**config.mk**
```make
export PLATFORM = sky130hd
export DESIGN_NAME = mem_test_master_flat
export DESIGN_NICKNAME = d
export VERILOG_FILES = /design/src/rtl/mem_test_pkg.sv /design/src/rtl/mem_test_master_if.sv /design/src/rtl/mem_test_master.sv /design/src/flat_wrapper.sv
export SDC_FILE = /design/constraint.sdc
export NUM_CORES = 1
export LEC_CHECK = 0
export ABC_AREA = 1
export ABC_CLOCK_PERIOD_IN_PS = 3350
export CAP_MARGIN = 20
export CELL_PAD_IN_SITES_DETAIL_PLACEMENT = 1
export CELL_PAD_IN_SITES_GLOBAL_PLACEMENT = 2
export CORE_ASPECT_RATIO = 0.8
export CORE_MARGIN = 3
export CORE_UTILIZATION = 27
export CTS_CLUSTER_DIAMETER = 150
export DETAILED_ROUTE_END_ITERATION = 16
export PLACE_DENSITY = 0.88
export SLEW_MARGIN = 20
export SYNTH_ARGS = -nofsm -noshare
export SYNTH_HDL_FRONTEND = slang
export SYNTH_SLANG_ARGS = --single-unit
export TNS_END_PERCENT = 5
```
**constraint.sdc**
```tcl
create_clock -name clk -period 3.35 [get_ports clk]
set_clock_uncertainty 0.1 [all_clocks]
set_input_delay 0.67 -clock clk [delete_from_list [all_inputs] [get_ports clk]]
set_output_delay 0.67 -clock clk [all_outputs]
set_load 0.01 [all_outputs]
```
**src/rtl/mem_test_pkg.sv**
```systemverilog
// Shared types, default widths and the test-pattern generator for the
// Avalon-MM memory test master.
package mem_test_pkg;

  localparam int DEF_ADDR_W = 13;
  localparam int DEF_DATA_W = 32;
  localparam int DEF_CNT_W  = 16;
  localparam int PAT_W      = 64;

  typedef enum logic [2:0] {
    ST_IDLE    = 3'd0,
    ST_WR      = 3'd1,
    ST_RD_REQ  = 3'd2,
    ST_RD_WAIT = 3'd3,
    ST_FIN     = 3'd4
  } state_e;

  // Word i carries seed XOR zero-extended i; callers truncate to their width.
  function automatic logic [PAT_W-1:0] word_pattern(input logic [PAT_W-1:0] seed,
                                                     input logic [PAT_W-1:0] idx);
    return seed ^ idx;
  endfunction

endpackage

```
**src/rtl/mem_test_master_if.sv**
```systemverilog
// Avalon-MM word-addressed bus between the test master and a memory slave.
interface mem_test_master_if
  import mem_test_pkg::*;
#(
  parameter int ADDR_W = DEF_ADDR_W,
  parameter int DATA_W = DEF_DATA_W
) ();

  logic [ADDR_W-1:0]   address;
  logic [DATA_W/8-1:0] byteenable;
  logic                read;
  logic                write;
  logic [DATA_W-1:0]   writedata;
  logic [DATA_W-1:0]   readdata;
  logic                waitrequest;
  logic                readdatavalid;

  modport master (
    output address, byteenable, read, write, writedata,
    input  readdata, waitrequest, readdatavalid
  );

  modport slave (
    input  address, byteenable, read, write, writedata,
    output readdata, waitrequest, readdatavalid
  );

endinterface

```
**src/rtl/mem_test_master.sv**
```systemverilog
// Memory test master: writes a seeded pattern over a word range, reads it back
// one word at a time and reports mismatch count and first failing address.
module mem_test_master
  import mem_test_pkg::*;
#(
  parameter int ADDR_W = DEF_ADDR_W,
  parameter int DATA_W = DEF_DATA_W,
  parameter int CNT_W  = DEF_CNT_W
) (
  input  logic              clk,
  input  logic              reset,
  input  logic              start,
  input  logic [ADDR_W-1:0] base_addr,
  input  logic [ADDR_W:0]   word_count,
  input  logic [DATA_W-1:0] seed,
  output logic              busy,
  output logic              done,
  output logic              pass,
  output logic [CNT_W-1:0]  err_count,
  output logic [ADDR_W-1:0] first_err_addr,
  mem_test_master_if.master avm
);

  localparam logic [ADDR_W:0]  IDX_ONE = (ADDR_W+1)'(1);
  localparam logic [CNT_W-1:0] CNT_ONE = CNT_W'(1);

  function automatic logic [DATA_W-1:0] pat_of(input logic [DATA_W-1:0] s,
                                               input logic [ADDR_W:0]   i);
    return DATA_W'(word_pattern(PAT_W'(s), PAT_W'(i)));
  endfunction

  state_e            state;
  logic [ADDR_W:0]   idx;
  logic [ADDR_W:0]   count_r;
  logic [ADDR_W-1:0] base_r;
  logic [DATA_W-1:0] seed_r;

  logic [ADDR_W:0]   idx_inc;
  logic              last_word;
  logic [ADDR_W-1:0] cur_addr;
  logic [ADDR_W-1:0] nxt_addr;
  logic [DATA_W-1:0] cur_pat;
  logic              rd_take;
  logic              mismatch;

  assign idx_inc   = idx + IDX_ONE;
  assign last_word = (idx_inc == count_r);
  assign cur_addr  = base_r + idx[ADDR_W-1:0];
  assign nxt_addr  = base_r + idx_inc[ADDR_W-1:0];
  assign cur_pat   = pat_of(seed_r, idx);

  // Data is taken in RD_WAIT, or in RD_REQ when it arrives with the acceptance.
  assign rd_take  = avm.readdatavalid &&
                    ((state == ST_RD_WAIT) || (state == ST_RD_REQ && !avm.waitrequest));
  assign mismatch = rd_take && (avm.readdata != cur_pat);

  assign avm.byteenable = '1;

  // Run parameters are held for the whole run; they need no reset.
  always_ff @(posedge clk) begin
    if (state == ST_IDLE && start) begin
      base_r  <= base_addr;
      count_r <= word_count;
      seed_r  <= seed;
    end
  end

  always_ff @(posedge clk) begin
    if (reset) begin
      state          <= ST_IDLE;
      idx            <= '0;
      busy           <= 1'b0;
      done           <= 1'b0;
      pass           <= 1'b0;
      err_count      <= '0;
      first_err_addr <= '0;
      avm.read       <= 1'b0;
      avm.write      <= 1'b0;
      avm.address    <= '0;
      avm.writedata  <= '0;
    end else begin
      done <= 1'b0;
      case (state)
        ST_IDLE: begin
          if (start) begin
            busy           <= 1'b1;
            pass           <= 1'b0;
            err_count      <= '0;
            first_err_addr <= '0;
            idx            <= '0;
            if (word_count == '0) begin
              state <= ST_FIN;
            end else begin
              state         <= ST_WR;
              avm.write     <= 1'b1;
              avm.address   <= base_addr;
              avm.writedata <= pat_of(seed, '0);
            end
          end
        end
        ST_WR: begin
          if (!avm.waitrequest) begin
            if (last_word) begin
              idx         <= '0;
              avm.write   <= 1'b0;
              avm.read    <= 1'b1;
              avm.address <= base_r;
              state       <= ST_RD_REQ;
            end else begin
              idx           <= idx_inc;
              avm.address   <= nxt_addr;
              avm.writedata <= pat_of(seed_r, idx_inc);
            end
          end
        end
        ST_RD_REQ, ST_RD_WAIT: begin
          if (rd_take) begin
            if (last_word) begin
              avm.read <= 1'b0;
              state    <= ST_FIN;
            end else begin
              idx         <= idx_inc;
              avm.read    <= 1'b1;
              avm.address <= nxt_addr;
              state       <= ST_RD_REQ;
            end
          end else if (state == ST_RD_REQ && !avm.waitrequest) begin
            avm.read <= 1'b0;
            state    <= ST_RD_WAIT;
          end
        end
        ST_FIN: begin
          done  <= 1'b1;
          busy  <= 1'b0;
          pass  <= (err_count == '0);
          state <= ST_IDLE;
        end
        default: state <= ST_IDLE;
      endcase

      if (mismatch) begin
        if (err_count != '1)
          err_count <= err_count + CNT_ONE;
        if (err_count == '0)
          first_err_addr <= cur_addr;
      end
    end
  end

endmodule

```
**src/flat_wrapper.sv**
```systemverilog
// flat-port wrapper written by rule: the top's interface ports become plain ports
module mem_test_master_flat import mem_test_pkg::*;
#(
  parameter int ADDR_W = DEF_ADDR_W,
  parameter int DATA_W = DEF_DATA_W,
  parameter int CNT_W  = DEF_CNT_W
)
  (clk, reset, start, base_addr, word_count, seed, busy, done, pass, err_count, first_err_addr, avm_address, avm_byteenable, avm_read, avm_write, avm_writedata, avm_readdata, avm_waitrequest, avm_readdatavalid);
  mem_test_master_if #(.ADDR_W(ADDR_W), .DATA_W(DATA_W)) avm_i ();
  input  logic clk;
  input  logic reset;
  input  logic start;
  input  logic [ADDR_W-1:0] base_addr;
  input  logic [ADDR_W:0] word_count;
  input  logic [DATA_W-1:0] seed;
  output logic busy;
  output logic done;
  output logic pass;
  output logic [CNT_W-1:0] err_count;
  output logic [ADDR_W-1:0] first_err_addr;
  output wire logic [$bits(avm_i.address)-1:0] avm_address;
  output wire logic [$bits(avm_i.byteenable)-1:0] avm_byteenable;
  output wire logic [$bits(avm_i.read)-1:0] avm_read;
  output wire logic [$bits(avm_i.write)-1:0] avm_write;
  output wire logic [$bits(avm_i.writedata)-1:0] avm_writedata;
  input wire logic [$bits(avm_i.readdata)-1:0] avm_readdata;
  input wire logic [$bits(avm_i.waitrequest)-1:0] avm_waitrequest;
  input wire logic [$bits(avm_i.readdatavalid)-1:0] avm_readdatavalid;
  assign avm_address = avm_i.address;
  assign avm_byteenable = avm_i.byteenable;
  assign avm_read = avm_i.read;
  assign avm_write = avm_i.write;
  assign avm_writedata = avm_i.writedata;
  assign avm_i.readdata = avm_readdata;
  assign avm_i.waitrequest = avm_waitrequest;
  assign avm_i.readdatavalid = avm_readdatavalid;
  mem_test_master #(.ADDR_W(ADDR_W), .DATA_W(DATA_W), .CNT_W(CNT_W)) u_core (.clk(clk), .reset(reset), .start(start), .base_addr(base_addr), .word_count(word_count), .seed(seed), .busy(busy), .done(done), .pass(pass), .err_count(err_count), .first_err_addr(first_err_addr), .avm(avm_i));
endmodule
```
---- After elaboration in Yosys (flattened, before gate mapping) ----
Cells that the tools add are included.
storage, ports and cells
  bits in registers ....................... 155
  output and inout port bits .............. 83
cells by class
  $add $sub $neg .......................... 4
  equality and inequality tests ........... 15
  mux-type cells .......................... 50
  bitwise operators ....................... 2
  reduce and logical (&&, ||, !) cells .... 21
operators by type and width
  cell                                                 count
  two-way mux 13 bit                                   10
  two-way mux 32 bit                                   4
  two-way mux 14 bit                                   5
  two-way mux 16 bit                                   4
  one-hot mux 32 bit (2 select lines)                  1
  bitwise XOR 32 x 14 -> 32 bit                        2
  one-hot mux 14 bit (3 select lines)                  1
  one-hot mux 13 bit (3 select lines)                  1
  != test 32 bit                                       1
  adder 13 bit                                         2
  two-way mux 3 bit                                    7
  adder 16 x 1 -> 16 bit, second input constant        1
  zero test 16 bit                                     1
  != test 16 bit, second input constant                1
  AND reduction 5 bit                                  3
  adder 14 x 1 -> 14 bit, second input constant        1
  equality test 14 bit                                 1
  zero test 14 bit                                     1
  two-way mux 1 bit                                    12
  != test 2 bit, second input constant                 5
  one-hot mux 3 bit (3 select lines)                   1
  one-hot mux 1 bit (2 select lines)                   4
  AND reduction 4 bit                                  2
  equality test 3 x 2 -> 1 bit, second input constant  2
  13 further kinds                                     19

---- Longest topological paths before layout ----
Gate-level depths: netlist of the first run.
  depth after elaboration ................. 6
  depth in mapped cells ................... 22
  mapped depth without buffers ............ 21

---- Worst setup path after synthesis of the first run ----
Ideal clock, no wire load.
  path kind ............................... input to register
  start ................................... input port start
  end ..................................... register u_core.first_err_addr[3]
  arrival ................................. 3,200 ps
  required time ........................... 3,118 ps
  path slack .............................. -82 ps
  cell stages on the path ................. 8
  cell sequence ........................... inv_1 -> nor2_1 -> clkbuf_1 -> nor2_1 -> nand2_1 -> o21ai_0 -> nand3_1 -> a21oi_1
between the ends
  cells in the longest elaborated chain, start to end .. 4
ends and longest elaborated chain
  element               line                    source
  from (decl)           flat_wrapper.sv:12      input logic start;
  two-way mux 13 bit *  mem_test_master.sv:85   if (start) begin
  two-way mux 13 bit *  mem_test_master.sv:83   case (state)
  two-way mux 13 bit    mem_test_master.sv:144  if (err_count == '0)
  two-way mux 13 bit *  mem_test_master.sv:141  if (mismatch) begin
  to (signal assigned)  mem_test_master.sv:145  first_err_addr <= cur_addr;
  to (decl)             mem_test_master.sv:20   output logic [ADDR_W-1:0] first_err_addr,
Mark *: on every way between the ends. The rest lies on a longest branch, timed or not.
A chain may end at the register's enable or synchronous reset.

---- Worst setup path after layout of the first run ----
  start ................................... register u_core.base_r[0]
  end ..................................... register u_core.first_err_addr[10]
between the ends
  cells in the longest elaborated chain, start to end .. 3
ends and longest elaborated chain
  element                 line                    source
  from (decl)             mem_test_master.sv:35   logic [ADDR_W-1:0] base_r;
  from (signal assigned)  mem_test_master.sv:62   base_r <= base_addr;
  adder 13 bit            mem_test_master.sv:48   assign cur_addr = base_r + idx[ADDR_W-1:0];
  two-way mux 13 bit      mem_test_master.sv:144
  two-way mux 13 bit      mem_test_master.sv:141
Every way passes these cells.

==> results by group, run 1 <==
STA
  • Slack of the critical path: 0.207 ns
  • Endpoints failing setup: 0
  • Slew HR: 43.4%
  • Fin crit share: 93.8%
  • Final Hold Fails: 0
  • Fmax: 318 MHz
  • Hold_ws: 0.381 ns
  • Period minus WS final: 3.14 ns
  • Unrepaired setup endpoints after global routing: no
  • Max Slew Vio Count: 0
  • Post-Route Setup TNS: 0 ns
  • Worst Tran Pin Value: 0.848 ns

Logic synthesis
  • Largest family of logic cells by synthesized area: simple AND/OR/NAND/NOR gates
  • Mux cell area share after synthesis: 0%
  • Synth top area share: 19.8%
  • Synth Area in XOR/XNOR: 7.19%
  • Syn_area_per_cell: around 7.2 um2
  • Synth Area in Simple Gates: 33.0%
  • Biggest area consumer among synthesized cells: dfxtp_1
  • Yosys warning total: 0
  • Compound-Gate Fraction of Synth Area: 8.88%
  • Synthesized instance count: between 1000 and 1500
  • Post-synthesis register bit count: about 160
  • Leading post-synthesis cells by cell area: dfxtp_1 20%, edfxtp_1 18%, nand2_1 13%
  • Synthesized area: just under 0.01 mm2
  • Post-Synth Adder-Cell Area: 3.90%
  • Post-synth cell types: 42
  • Seq/Total Area, Yosys: a little under two fifths

Placement
  • Placed insts: 1980
  • GP Congestion: 0.922
  • Post-DP Area: approximately 0.012 mm2
  • Number of buffers added on ports: 174
  • Dpl ws: 0.120 ns
  • Hpwl dp: 27300 um

Route
  • Avg Vias per Cell: 4.78
  • Total wire length: 35900 um
  • Met2 routed WL: approximately 16000 um
  • Met3 routed WL: 2080 um
  • TritonRoute pass-1 iters: 4
  • Residual DRC count: 0
  • DR iter-0 viols: 625
  • Top layer in use: met5
  • Via count: 9637
  • Met1 WL: 17400 um
  • ANT nets after route: 0
  • Wire length per cell: 17.8 um

Die
  • Die Footprint: 0.0382 mm2
  • Num rows: 61
  • Die height: 175 um
  • Die Wd: approximately 220 um
  • I/O pins: 179
  • Initial Utilization: between 20% and 30%
  • Placeable core region: 0.0350 mm2

Pwr
  • Power Density: 704 mW/mm2
  • Seq pwr share: 31.8%
  • Net Switching: 3.74 mW
  • Switching fraction of total power: 41.6%
  • Internal Power: 5.25 mW
  • Combinational power share: 44.8%
  • Worst VDD drop: 0.376 mV
  • Leakage: 5.40 nW
  • Clock share of power: 23.4%

GRT
  • Tot GR Track Use: 18.8%
  • Initial antenna violation count: 1
  • Largest net degree at the start of global routing: 60
  • Global-route wire length before repair: ~56000 um
  • Vias in the first global route: 9999
  • Overflow after GRT: 0

Layout
  • Most frequent cells in the layout: 332 x nand2_1, 173 x clkdlybuf4s50_1, 149 x inv_1
  • Area Overhead vs Synth: 31.9%
  • Final Non-Filler Cells: 2016
  • # fillers: approximately 4300
  • Layout Nets: 1656
  • Cell area after layout: 0.0128 mm2
  • Share of layout cells above drive strength 1: 8.61%
  • N_diodes: 0
  • Commonest non-fill, non-tap cell in the layout: nand2_1

Critical path
  • Worst-path fanout max: 3
  • FF-to-FF Start: u_core.base_r[0]
  • Worst setup SP type: flop
  • Reg2reg setup slack: a little over 0.2 ns
  • Data arrival, critical path: between 3 and 4 ns
  • Reg2Reg Depth: 13
  • Worst Path Required: 3.54 ns
  • CP Capture Type: flop
  • Setup CP Type: flop to flop
  • Reg-to-reg endpoint: u_core.first_err_addr[10]

Clocking
  • Worst-skew pair later-pin latency: approximately 0.44 ns
  • CTS Buf Count: 17
  • Max clock buf depth: 2
  • Hold Buf Count CTS: 0
  • H-tree depth: 4
  • Clock root buffer: clkbuf_16
  • Clock transition at the registers of the reported paths: approximately 0.070 ns
  • # clock sinks: around 160
  • CTS tree: built

Worst hold path
  • Hold depth: 2
  • Hold Path Origin: u_core.busy
  • Hold Path Sink: u_core.busy
  • Hold crit path type: flop to flop

Job
  • Max-capacitance violation count: 0

Run status
  • Status: completed
layout make-up:
| cell class | count | area (um2) | area share (%) |
|---|---|---|---|
| Clock buffer | 17 | 425 | 3.33 |
| Sequential cell | 155 | 3700 | 28.9 |
| Inverter | 156 | 588 | 4.60 |
| Timing Repair Buffer | 217 | 2130 | 16.6 |
| Multi-Input combinational cell | 984 | 5170 | 40.4 |
| Tap cell | 472 | 591 | 4.62 |
| Clock inverter | 15 | 188 | 1.47 |
sequential cells by signal, indices dropped and copies added, names as in the netlist:
name,cells
u_core.seed_r,32
u_core.err_count,16
u_core.avm.writedata,32
u_core.count_r,14
u_core.base_r,13
u_core.pass,1
u_core.first_err_addr,13
u_core.avm.write,1
u_core.idx,14
u_core.done,1
u_core.avm.read,1
u_core.state,3
u_core.busy,1
u_core.avm.address,13
cells in the mapped netlist (all sizes together):
cell type / number
a21o: 2
a21oi: 72
a31oi: 3
and3: 1
buf: 26
clkbuf: 30
clkinv: 1
conb: 1
dfxtp: 96
edfxtp: 59
fa: 2
ha: 27
inv: 155
nand2: 346
nand3: 134
nand3b: 4
nand4: 36
nor2: 153
nor3: 10
nor4: 13
o211ai: 9
o21ai: 70
o21bai: 5
o31ai: 1
or2: 14
xnor2: 30
xnor3: 1
xor2: 47
kinds of logic (layout without fill, tap and decap cells):
| logic type | Yosys count | after routing |
|---|---|---|
| buffers and inverters | 212 | 405 |
| xor gates and xnor gates | 78 | 78 |
| and+or+nand+nor | 711 | 711 |
| DFF | 155 | 155 |
| AOI/OAI and AO/OA | 162 | 162 |
| adders and majority gates | 29 | 29 |
| other | 1 | 4 |
metrics by stage:
step | power, mW | util, %
2_1_floorplan | 5.21 | -
3_3_place_gp | 6.82 | 34.6
3_5_place_dp | 6.96 | 34.6
4_1_cts | 9.10 | 36.3
5_1_grt | 9.67 | 36.5
6_report | 8.99 | 36.5
worst max-delay path by stage:
stage,depth (start not counted),slack (ns),endpoint,from
floorplan,17,0.60,u_core.avm.address[11],u_core.idx[1]
global placement,15,0.28,u_core.avm.address[8],u_core.idx[2]
detailed placement,10,0.12,u_core.avm.writedata[4],avm_waitrequest
CTS,13,0.21,u_core.first_err_addr[10],u_core.base_r[0]
global route,13,0.004,u_core.first_err_addr[10],u_core.base_r[0]
finish,13,0.21,u_core.first_err_addr[10],u_core.base_r[0]
metal layers:
metal	vias up	track usage (%)
met2	241	29.7
met5	-	0
met4	2	3.91
met1	4618	26.6
met3	25	3.79
li1	4751	-
worst max-delay path: stages (launching register included):
cell and delay [ns]:
edfxtp_1 0.49, ha_1 0.33, inv_1 0.10, fa_1 0.40
nand3b_1 0.17, nand2_1 0.14, a21oi_1 0.12, o21ai_0 0.32
a21oi_1 0.15, or2_2 0.29, nand3_1 0.09, o21ai_0 0.11
nand3_1 0.10, a21oi_1 0.08
what timing repair did:
item,in CTS,in global routing
gates resized for setup,0,7
buffers inserted,0,3
hold endpoints to repair,0,0
endpoints found under the setup margin,0,3
power by group through the flow:
stage | Sequential [mW] | Clock [mW] | Combinational, mW
6_report | 2.86 | 2.10 | 4.03
5_1_grt | 2.92 | 2.23 | 4.52
4_1_cts | 2.86 | 2.16 | 4.08
3_5_place_dp | 2.90 | 0 | 4.06
3_3_place_gp | 2.89 | 0 | 3.94
2_1_floorplan | 2.91 | 0 | 2.30
(Power assumes the default switching activity.)
==> run 2, diff against run 1 <==
--- a/config.mk
+++ b/config.mk
@@ -7,7 +7,7 @@
 export LEC_CHECK = 0
 export ABC_AREA = 1
 export ABC_CLOCK_PERIOD_IN_PS = 3350
-export CAP_MARGIN = 20
+export CAP_MARGIN = 5
 export CELL_PAD_IN_SITES_DETAIL_PLACEMENT = 1
 export CELL_PAD_IN_SITES_GLOBAL_PLACEMENT = 2
 export CORE_ASPECT_RATIO = 0.8
==> run 2 against run 1 <==
  * Setup slack worse by 0.0035 ns
  * Via count about the same
  * Clock-buffer cell count is the same
  * Sequential power barely moved
  * Non-clock buffer count fell by 1
  * Wire length about the same
  * Sequential share of layout area up 0.057 points
  * Total power about the same
  * Largest cell class unchanged
==> results by group, run 2 (synthesis results as in run 1) <==
Layout
  • Largest regs: u_core.avm.writedata: 32 flops, u_core.seed_r: 32 flops, u_core.err_count: 16 flops
  • # fillers: 4315 (unchanged)
  • N_diodes: 0 (unchanged)
  • Area Overhead vs Synth: 31.7%
  • Most frequent cells in the layout: 332 x nand2_1, 173 x clkdlybuf4s50_1, 149 x inv_1
  • Share of layout cells above drive strength 1: 8.55% (-0.059 points)
  • Cell area after layout: 0.0128 mm2 (-0.20%)
  • Commonest non-fill, non-tap cell in the layout: nand2_1
  • Layout Nets: 1655 (-0.060%)

Die
  • Num rows: 61 (unchanged)
  • Die Footprint: 0.0382 mm2 (unchanged)
  • Initial Utilization: 27.7% (unchanged)
  • Die Wd: 218 um (unchanged)
  • I/O pins: 179 (unchanged)
  • Placeable core region: 0.0350 mm2 (unchanged)
  • Die height: 175 um (unchanged)

Clocking
  • Hold Buf Count CTS: 0 (unchanged)
  • Clock root buffer: clkbuf_16
  • Clock transition at the registers of the reported paths: 0.07 ns (about the same)
  • H-tree depth: 4 (unchanged)
  • Worst-skew pair later-pin latency: 0.44 ns (about the same)
  • Max clock buf depth: 2 (unchanged)
  • # clock sinks: 155 (unchanged)
  • CTS Buf Count: 17 (unchanged)
  • CTS tree: built

Route
  • TritonRoute pass-1 iters: 4 (unchanged)
  • ANT nets after route: 0 (unchanged)
  • Avg Vias per Cell: 4.78 (about the same)
  • Wire length per cell: 17.8 um (about the same)
  • Via count: 9630 (-0.073%)
  • Residual DRC count: 0 (unchanged)
  • Total wire length: 35900 um (about the same)
  • DR iter-0 viols: 539 (-14%)

Pwr
  • Leakage: 5.39 nW (-0.23%)
  • Worst VDD drop: 0.378 mV (+0.42%)
  • Power Density: 705 mW/mm2 (+0.17%)
  • Total power: 8.99 mW (about the same)

Run status
  • Status: completed

Critical path
  • Reg-to-reg endpoint: u_core.first_err_addr[10]
  • Crit-path cells: ha_1 -> inv_1 -> fa_1 -> nand3b_1 -> nand2_1 -> a21oi_1 -> o21ai_0 -> a21oi_1 -> or2_2 -> nand3_1 -> o21ai_0 -> nand3_1 -> a21oi_1
  • Setup CP Type: flop to flop
  • Worst Path Required: 3.54 ns (about the same)
  • Data arrival, critical path: 3.34 ns (about the same)
  • CP Capture Type: flop
  • Worst-path fanout max: 3 (unchanged)
  • FF-to-FF Start: u_core.base_r[0]
  • Crit path capture: u_core.first_err_addr[10]
  • Worst setup SP type: flop
  • Most common cell on crit path: a21oi_1
  • Critical-path top delay cell: edfxtp_1
  • Reg2reg setup slack: 0.20 ns (about the same)
  • Reg2Reg Depth: 13 (unchanged)
  • Peak per-stage delay on the critical path: 0.49 ns (about the same)
  • Worst Setup SP: u_core.base_r[0]

GRT
  • Initial antenna violation count: 1 (unchanged)
  • Overflow after GRT: 0 (unchanged)
  • Vias in the first global route: 9999 (unchanged)
  • Global-route wire length before repair: 56300 um (unchanged)
  • Tot GR Track Use: 18.8% (unchanged)
  • Largest net degree at the start of global routing: 60 (unchanged)

STA
  • Period minus WS final: 3.15 ns (+0.00347 ns)
  • Worst Tran Pin Value: 0.969 ns (+0.121 ns)
  • Post-Route Setup TNS: 0 ns (unchanged)
  • Fin crit share: 93.9% (+0.10 points)
  • Fmax: 318 MHz (-0.11%)
  • Slew HR: 35.0% (-8.4 points)
  • Unrepaired setup endpoints after global routing: no
  • Max Slew Vio Count: 0 (unchanged)
  • Final Hold Fails: 0 (unchanged)
  • Endpoints failing setup: 0 (unchanged)

Worst hold path
  • Hold crit path type: flop to flop

Placement
  • GP Congestion: 0.922 (unchanged)
  • Number of buffers added on ports: 174 (unchanged)
  • Post-DP Area: 0.0121 mm2 (unchanged)
  • Hpwl dp: 27300 um (unchanged)

Job
  • Max-capacitance violation count: 0 (unchanged)
run 2: changes by cell type in the layout (fill, tap and decap cells not counted):
cell and change:
clkbuf_16 -1
run 2: how the worst min path moves through the flow:
stage	end	cells past startpoint	slack (ns)	from
3_5_place_dp	u_core.avm.address[2]	2	0.37	u_core.avm.address[2]
3_3_place_gp	u_core.busy	2	0.36	u_core.busy
5_1_grt	u_core.busy	2	0.41	u_core.busy
4_1_cts	u_core.avm.address[2]	2	0.39	u_core.avm.address[2]
2_1_floorplan	u_core.avm.read	2	0.37	u_core.avm.read
6_report	u_core.busy	2	0.38	u_core.busy
run 2: timing repair:
| item | 4_1_cts | 5_1_grt |
|---|---|---|
| resized for setup | 0 | 7 |
| setup buffers | 0 | 3 |
| endpoints found under the setup margin | 0 | 3 |
run 2: area by class of cell:
class / count / area, um2 / area share, %
clock buffers: 17 / 425 / 3.33
clock inverters: 15 / 188 / 1.47
inverters: 156 / 588 / 4.61
multi-input cells: 984 / 5170 / 40.5
flip-flops and latches: 155 / 3700 / 29.0
well taps: 472 / 591 / 4.63
repair buffers: 216 / 2100 / 16.5
run 2: metal layers:
layer  global-route usage [%]  share of wire (%)  wire length [um]  up-vias
li1                         -                  -                 -     4748
met1                     26.6                 49             17500     4617
met2                     29.7                 44             15900      237
met3                     3.79                5.7              2040       26
met4                     3.91                1.1               399        2
met5                        0              0.036                13        -
run 2: critical path: cells and delay by family, from the launching register on:
family / cells / cell delay, ns
buffers and inverters: 1 / 0.10
adder cells (fa/ha/maj): 2 / 0.72
flip-flops: 1 / 0.49
AO/OA/AOI/OAI: 5 / 0.80
AND/OR/NAND/NOR: 5 / 0.79
run 2: stage by stage:
step,cells,utilization (%),setup slack (ns),hold slack (ns)
4_1_cts,2012,36.3,0.212,0.385
5_1_grt,2015,36.4,0.00380,0.406
3_3_place_gp,1980,34.6,0.277,0.360
2_1_floorplan,1351,-,0.598,0.369
6_report,2015,36.4,0.203,0.381
3_5_place_dp,1980,34.6,0.120,0.373
run 2: power breakdown:
part / leakage, nW / internal (mW) / total, mW / switching, mW
logic: 3.73 / 1.56 / 4.03 / 2.47
registers: 1.35 / 2.50 / 2.86 / 0.356
clock network: 0.302 / 1.19 / 2.10 / 0.911
